**config.mk**
```make
export PLATFORM = sky130hd
export DESIGN_NAME = da_sample_sequencer
export DESIGN_NICKNAME = d
export VERILOG_FILES = /design/src/rtl/da_sample_sequencer.sv
export SDC_FILE = /design/constraint.sdc
export NUM_CORES = 1
export LEC_CHECK = 0
export ABC_AREA = 0
export CAP_MARGIN = 40
export CORE_ASPECT_RATIO = 0.75
export CORE_MARGIN = 2
export CORE_UTILIZATION = 30
export CTS_CLUSTER_SIZE = 24
export DETAILED_ROUTE_END_ITERATION = 10
export GPL_TIMING_DRIVEN = 0
export SYNTH_ARGS = -nofsm -noshare
export SYNTH_HDL_FRONTEND = slang
export SYNTH_SLANG_ARGS = --single-unit
export TNS_END_PERCENT = 5
```
**constraint.sdc**
```tcl
create_clock -name clk -period 2.8 [get_ports clk]
set_input_delay 0.56 -clock clk [delete_from_list [all_inputs] [get_ports clk]]
set_output_delay 0.56 -clock clk [all_outputs]
set_load 0.05 [all_outputs]
```
**src/rtl/da_sample_sequencer.sv**
```systemverilog
// da_sample_sequencer: control FSM for the bit-serial DA FIR datapath.
// Takes one sample per in_valid/in_ready handshake, then drives x_we,
// filter_en, ts and bit_idx for WORD_WIDTH serial cycles. It captures
// acc_in on the sign-bit cycle and offers it on y/y_valid/y_ready.
// Ports:
//   clk, rst (sync, active high), en (global run enable)
//   in_valid/in_ready/x_in : sample input handshake
//   x, x_we, filter_en, ts, bit_idx : datapath control
//   acc_in : datapath sum; y/y_valid/y_ready : result handshake
//   busy : high while LOAD/ACCUM/SIGN
module da_sample_sequencer #(
  parameter int WORD_WIDTH = 16,
  parameter int CNT_WIDTH  = $clog2(WORD_WIDTH)
) (
  input  logic                  clk,
  input  logic                  rst,
  input  logic                  en,
  input  logic                  in_valid,
  output logic                  in_ready,
  input  logic [WORD_WIDTH-1:0] x_in,
  output logic [WORD_WIDTH-1:0] x,
  output logic                  x_we,
  output logic                  filter_en,
  output logic                  ts,
  output logic [CNT_WIDTH-1:0]  bit_idx,
  input  logic [WORD_WIDTH-1:0] acc_in,
  output logic [WORD_WIDTH-1:0] y,
  output logic                  y_valid,
  input  logic                  y_ready,
  output logic                  busy
);

  typedef enum logic [2:0] {
    S_IDLE,
    S_LOAD,
    S_ACCUM,
    S_SIGN,
    S_OUT
  } state_t;

  localparam logic [CNT_WIDTH-1:0] CNT_LAST =
    CNT_WIDTH'(WORD_WIDTH - 2);
  localparam logic [CNT_WIDTH-1:0] CNT_SIGN =
    CNT_WIDTH'(WORD_WIDTH - 1);

  state_t               state;
  state_t               state_nxt;
  state_t               st_dec;
  logic [CNT_WIDTH-1:0] cnt;
  logic                 accept;

  assign accept = in_valid & in_ready;

  // State register
  always_ff @(posedge clk) begin
    if (rst) begin
      state <= S_IDLE;
    end else begin
      state <= state_nxt;
    end
  end

  // Next-state logic
  always_comb begin
    state_nxt = state;
    unique case (state)
      S_IDLE: begin
        if (accept) state_nxt = S_LOAD;
      end
      S_LOAD: begin
        if (en) state_nxt = S_ACCUM;
      end
      S_ACCUM: begin
        if (en && cnt == CNT_LAST) state_nxt = S_SIGN;
      end
      S_SIGN: begin
        if (en) state_nxt = S_OUT;
      end
      S_OUT: begin
        // Leaving OUT needs only y_ready; a new sample also needs en.
        if (y_ready) state_nxt = accept ? S_LOAD : S_IDLE;
      end
      default: state_nxt = S_IDLE;
    endcase
  end

  // Sample, result and bit counter registers
  always_ff @(posedge clk) begin
    if (rst) begin
      x   <= '0;
      y   <= '0;
      cnt <= '0;
    end else begin
      if (accept) x <= x_in;
      if (state == S_LOAD && en) begin
        cnt <= '0;
      end else if (state == S_ACCUM && en) begin
        cnt <= cnt + 1'b1;
      end
      if (state == S_SIGN && en) y <= acc_in;
    end
  end

  // Output decode; during the reset cycle everything decodes as IDLE
  // so no strobe can fire while the machine is being cleared.
  always_comb begin
    st_dec    = rst ? S_IDLE : state;
    in_ready  = 1'b0;
    x_we      = 1'b0;
    filter_en = 1'b0;
    ts        = 1'b0;
    bit_idx   = '0;
    y_valid   = 1'b0;
    busy      = 1'b0;
    unique case (st_dec)
      S_IDLE: begin
        in_ready = en & ~rst;
      end
      S_LOAD: begin
        x_we = en;
        busy = 1'b1;
      end
      S_ACCUM: begin
        filter_en = en;
        bit_idx   = cnt;
        busy      = 1'b1;
      end
      S_SIGN: begin
        filter_en = en;
        ts        = en;
        bit_idx   = CNT_SIGN;
        busy      = 1'b1;
      end
      S_OUT: begin
        y_valid  = 1'b1;
        in_ready = en & y_ready;
      end
      default: begin
        in_ready = 1'b0;
      end
    endcase
  end

endmodule

```
# After elaboration in Yosys (flattened, before gate mapping)
# Cells that the tools add are included.
dict set report word_totals {
  register_bits 39
  in_bits 37
  out_inout_bits 42
}
dict set report classes {
  addsub 1
  bitwise 4
  n_eq_ne 14
  n_reduce_logical 10
  mux 15
}
# cell count
set ops {}
lappend ops {{$mux 3} 6}
lappend ops {{$pmux 3 s5} 1}
lappend ops {{$eq 3x2->1 const B} 4}
lappend ops {{$ne 2x2->1 const B} 5}
lappend ops {{$pmux 4 s2} 1}
lappend ops {{$eq 3x1->1 const B} 2}
lappend ops {{$eq 3x3->1 const B} 2}
lappend ops {{$logic_not 3->1} 2}
lappend ops {{$mux 1} 6}
lappend ops {{$reduce_and 5->1} 1}
lappend ops {{$add 4x1->4 const B} 1}
lappend ops {{$eq 4x4->1 const B} 1}
lappend ops {{$logic_and 1x1->1} 4}
lappend ops {{$reduce_or 2->1} 2}
lappend ops {{$and 1x1->1} 3}
lappend ops {{$reduce_or 3->1} 1}
lappend ops {{$pmux 1 s2} 1}
lappend ops {{$not 1->1} 1}

# Depth between registers and ports, before layout
dict set report logic_depth {
  ltp_word 7
  depth_mapped 6
  depth_no_buf 4
}

# Worst setup path after synthesis
# No wires, ideal clock.
dict set report synth_path {
  kind {input port to output port}
  start {in en}
  end {out x_we}
  slack_ps -47
  required_ps 2240
  stages 3
  t_arrival_ps 2287
  path_cell_list {buf_2 -> nand2_1 -> nor4_1}
}
dict set report synth_via {
  elab_chain_len 1
}
# element line_no
set synth_rtl {}
lappend synth_rtl {{start, declared} 17} ;# input logic en,
lappend synth_rtl {{$mux 1} 115} ;# unique case (st_dec)
lappend synth_rtl {{end, declared} 22} ;# output logic x_we,
# Every way passes these cells.

# Worst setup path after layout
dict set report layout_path {
  start {in rst}
  end {out busy}
}
dict set report layout_via {
  elab_chain_len 4
  word_cells_on_any_way 6
  classes_between {3 x eq/ne; 2 x mux; 1 x reduce/logical}
}
# element line_no
set layout_rtl {}
lappend layout_rtl {{start, declared} 16} ;# input logic rst,
lappend layout_rtl {{$mux 3 *} 107} ;# st_dec = rst ? S_IDLE : state;
lappend layout_rtl {{$eq 3x2->1 / $eq 3x1->1 (equally long branches)} 115}
lappend layout_rtl {{$reduce_or 3->1 (no line) *} -}
lappend layout_rtl {{$mux 1 *} 115}
lappend layout_rtl {{end, declared} 30} ;# output logic busy
# Mark *: on every way between the ends. The rest lies on a longest branch, timed or not.

==> impl_metrics.csv <==
group,metric,value,unit
status,outcome,"finished clean",
timing,fin_worst_skew,0.00819,ns
critical_path,startpoint,"rst",
placement,placed_cells,356,
critical_path,crit_type,"input port to output pin",
global_routing,grt_pass1_wl,8110,µm
layout,nets,327,
synthesis,synth_warnings,0,
synthesis,syn_nets,243,
routing,ant_nets,0,
floorplanning,coreArea,0.00541,mm²
clock_network,clock_sinks,39,
layout,area_growth,58.2,%
clock_network,numCtsBuffers,5,
critical_path,r2r-end,"state[0]$_SDFFE_PP0P_",
global_routing,grt_pass1_vias,1572,
synthesis,ys_ff_latch,39,
layout,final_cell_mix,"clkdlybuf4s50_1, dfxtp_1, nand2_1, a21oi_1, inv_1",
placement,globalplace.congestion,0.746,
timing,tightest_slew,0.539,ns
global_routing,antenna_found_initial,0,
timing,fin_crit_sh,0.930,
synthesis,synth_area_leader_cell,"dfxtp_1",
layout,final_common_cell,"clkdlybuf4s50_1",
floorplanning,initial_utilization,0.315,
clock_network,holdBufCountCts,0,
critical_path,r2r-start,"state[1]$_SDFFE_PP0P_",
synthesis,ys_top_cells_by_area,"dfxtp_1, nand2_1, a21oi_1",
timing,relSlewSlack,0.640,
critical_path,worstRegToRegCells,4,
critical_path,path_cells,"buf_2 -> clkbuf_1 -> nor3_1 -> clkdlybuf4s50_1",
routing,vias,1735,
synthesis,synth.yosys.seq_area_share,0.459,
routing,via_per_inst,4.77,
global_routing,grt_max_degree,13,
critical_path,reg2reg_slack,1.36,ns
routing,drtPass1Iterations,4,
hold_path,hp-start,"y[3]$_SDFFE_PP0P_",
timing,fmax,0.384,GHz
placement,hpwl,3540,µm
critical_path,slowest_stage,"clkdlybuf4s50_1",
synthesis,avgSynthCellArea,8.34,µm²
clock_network,clockBufferDepth,2,
hold_path,hold_path_class,"flop to flop",
timing,fin_hold_ws,0.456,ns
global_routing,grt_usage,0.158,
layout,drive_above_1_share,0.0934,
job,max-cap-violations,0,
clock_network,root_buffer,"clkbuf_8",
critical_path,start_kind,"input port",
global_routing,overflow,0,
routing,post_drt_wl_per_cell,13.3,µm
floorplanning,core.rowCount,23,
layout,final_cell_count_no_fill,364,
timing,fin_crit,2.60,ns
hold_path,hold_end,"y[3]$_SDFFE_PP0P_",
clock_network,worstSkewPairLatency,0.29,ns
critical_path,critPathRequiredTime,2.24,ns
synthesis,yosysUniqueCellTypes,34,
synthesis,synth_cells,204,
placement,port_buffers,77,
critical_path,worstSetupEndpointType,"output pin",
hold_path,min_path_cells,2,
layout,n_antenna_cell,0,
power,p_per_area,539,mW/mm²
synthesis,netlist_area,0.00170,mm²
critical_path,crit_fanout,10,
critical_path,worstPathArrival,2.04,ns
clock_network,cts_tree,"built",
timing,setup_violations,0,
routing,drt_iter0_markers,65,
routing,wl,4850,µm
timing,hold_viol,0,
timing,rsz0062_at_grt,"no",
floorplanning,die_y,69.2,µm
floorplanning,boundaryPins,79,
synthesis,synth_top_area_frac,0.459,
floorplanning,die_w,91.0,µm
routing,drc_errors,0,
power,p_leak,1.09,nW
clock_network,h-tree-depth,2,
critical_path,max_stage_delay,0.86,ns
floorplanning,die-area,0.00630,mm²
critical_path,crit_family,"buffers and inverters",
clock_network,clk_pin_slew,0.07,ns
power,peakVddDrop,283,µV
timing,slew_viol_final,0,
critical_path,path_buf_inv,3,
kinds of logic after synthesis:
group	after synthesis	synth area share
AO/OA/AOI/OAI	60	0.222
XOR/XNOR	1	0.00515
adder cells (fa/ha/maj)	2	0.0147
buffers and inverters	36	0.104
flip-flops	39	0.459
AND/OR/NAND/NOR	66	0.195
what timing repair did:
action	in CTS	in global routing
setup endpoints to repair	3	7
gates cloned	0	0
setup buffers	0	0
gates resized for setup	3	11
per-layer routing:
metal / wire, µm / GRT usage / up-vias
li1: - / - / 875
met1: 2580 / 0.247 / 798
met2: 1900 / 0.209 / 55
met3: 316 / 0.0457 / 7
met4: 56 / 0.0404 / 0
met5: 0 / 0 / -
sequential cells by signal (all words and copies together) (netlist names):
name   flops
y         16
x         16
cnt        4
state      3
through the flow:
stage          TNS [ns]  setup WS [ns]  total power [mW]   util  instance area, µm²
6_report              0          0.195              1.45  0.497                2690
5_1_grt               0         0.0962              1.52  0.497                2690
4_1_cts               0         0.0151              1.46  0.497                2690
3_5_place_dp     -0.453         -0.226             0.981  0.475                2570
3_3_place_gp     -0.442         -0.230             0.978  0.475                2570
2_1_floorplan         0          0.235             0.837      -                1710
worst max path at each step:
stage | to | slack [ns] | depth (start not counted)
floorplan | ts | 0.23 | 3
global placement | x_we | -0.23 | 5
detailed placement | x_we | -0.23 | 5
CTS | filter_en | 0.02 | 5
global route | busy | 0.1 | 4
finish | busy | 0.20 | 4
tightest hold or removal path: stages, from the launching register on:
cell,delay (ns)
dfxtp_1,0.31
nand2_1,0.05
a21oi_1,0.05
final cells by class:
class / instances / area [µm²]
Buffer: 17 / 106
Clock buffer: 6 / 82.6
Clock inverter: 2 / 35.0
Fill cell: 554 / 2720
Inverter: 19 / 71.3
Multi-Input combinational cell: 129 / 749
Sequential cell: 39 / 781
Tap cell: 75 / 93.8
Timing Repair Buffer: 77 / 772
Yosys cell counts:
| library cell | number |
|---|---|
| a211oi_1 | 1 |
| ha_1 | 2 |
| o311ai_1 | 10 |
| o21a_1 | 4 |
| nor3_1 | 3 |
| o311ai_0 | 6 |
| and2_1 | 2 |
| nor2_1 | 6 |
| nand3_1 | 2 |
| a222oi_1 | 1 |
| clkbuf_1 | 4 |
| nor4_1 | 1 |
| inv_1 | 19 |
| nand2_1 | 37 |
| buf_2 | 7 |
| xor2_1 | 1 |
| dfxtp_1 | 39 |
| or3_1 | 2 |
| or2_1 | 1 |
| o21ai_0 | 8 |
| nor2b_1 | 1 |
| nor3_2 | 1 |
| buf_6 | 3 |
| nand4bb_1 | 2 |
| buf_4 | 3 |
| nand4b_1 | 1 |
| nand2b_1 | 2 |
| nand4_1 | 1 |
| o21ai_1 | 10 |
| nand4_2 | 1 |
| a21oi_1 | 20 |
| and3_1 | 1 |
| and4b_1 | 1 |
| and4bb_2 | 1 |
power breakdown:
part / switching, mW / internal, mW / leakage (nW)
Combinational: 0.220 / 0.143 / 0.716
Clock: 0.198 / 0.288 / 0.0612
Sequential: 0.0185 / 0.583 / 0.316
Total: 0.437 / 1.01 / 1.09
Note: power is estimated with default switching activity, not from simulation.
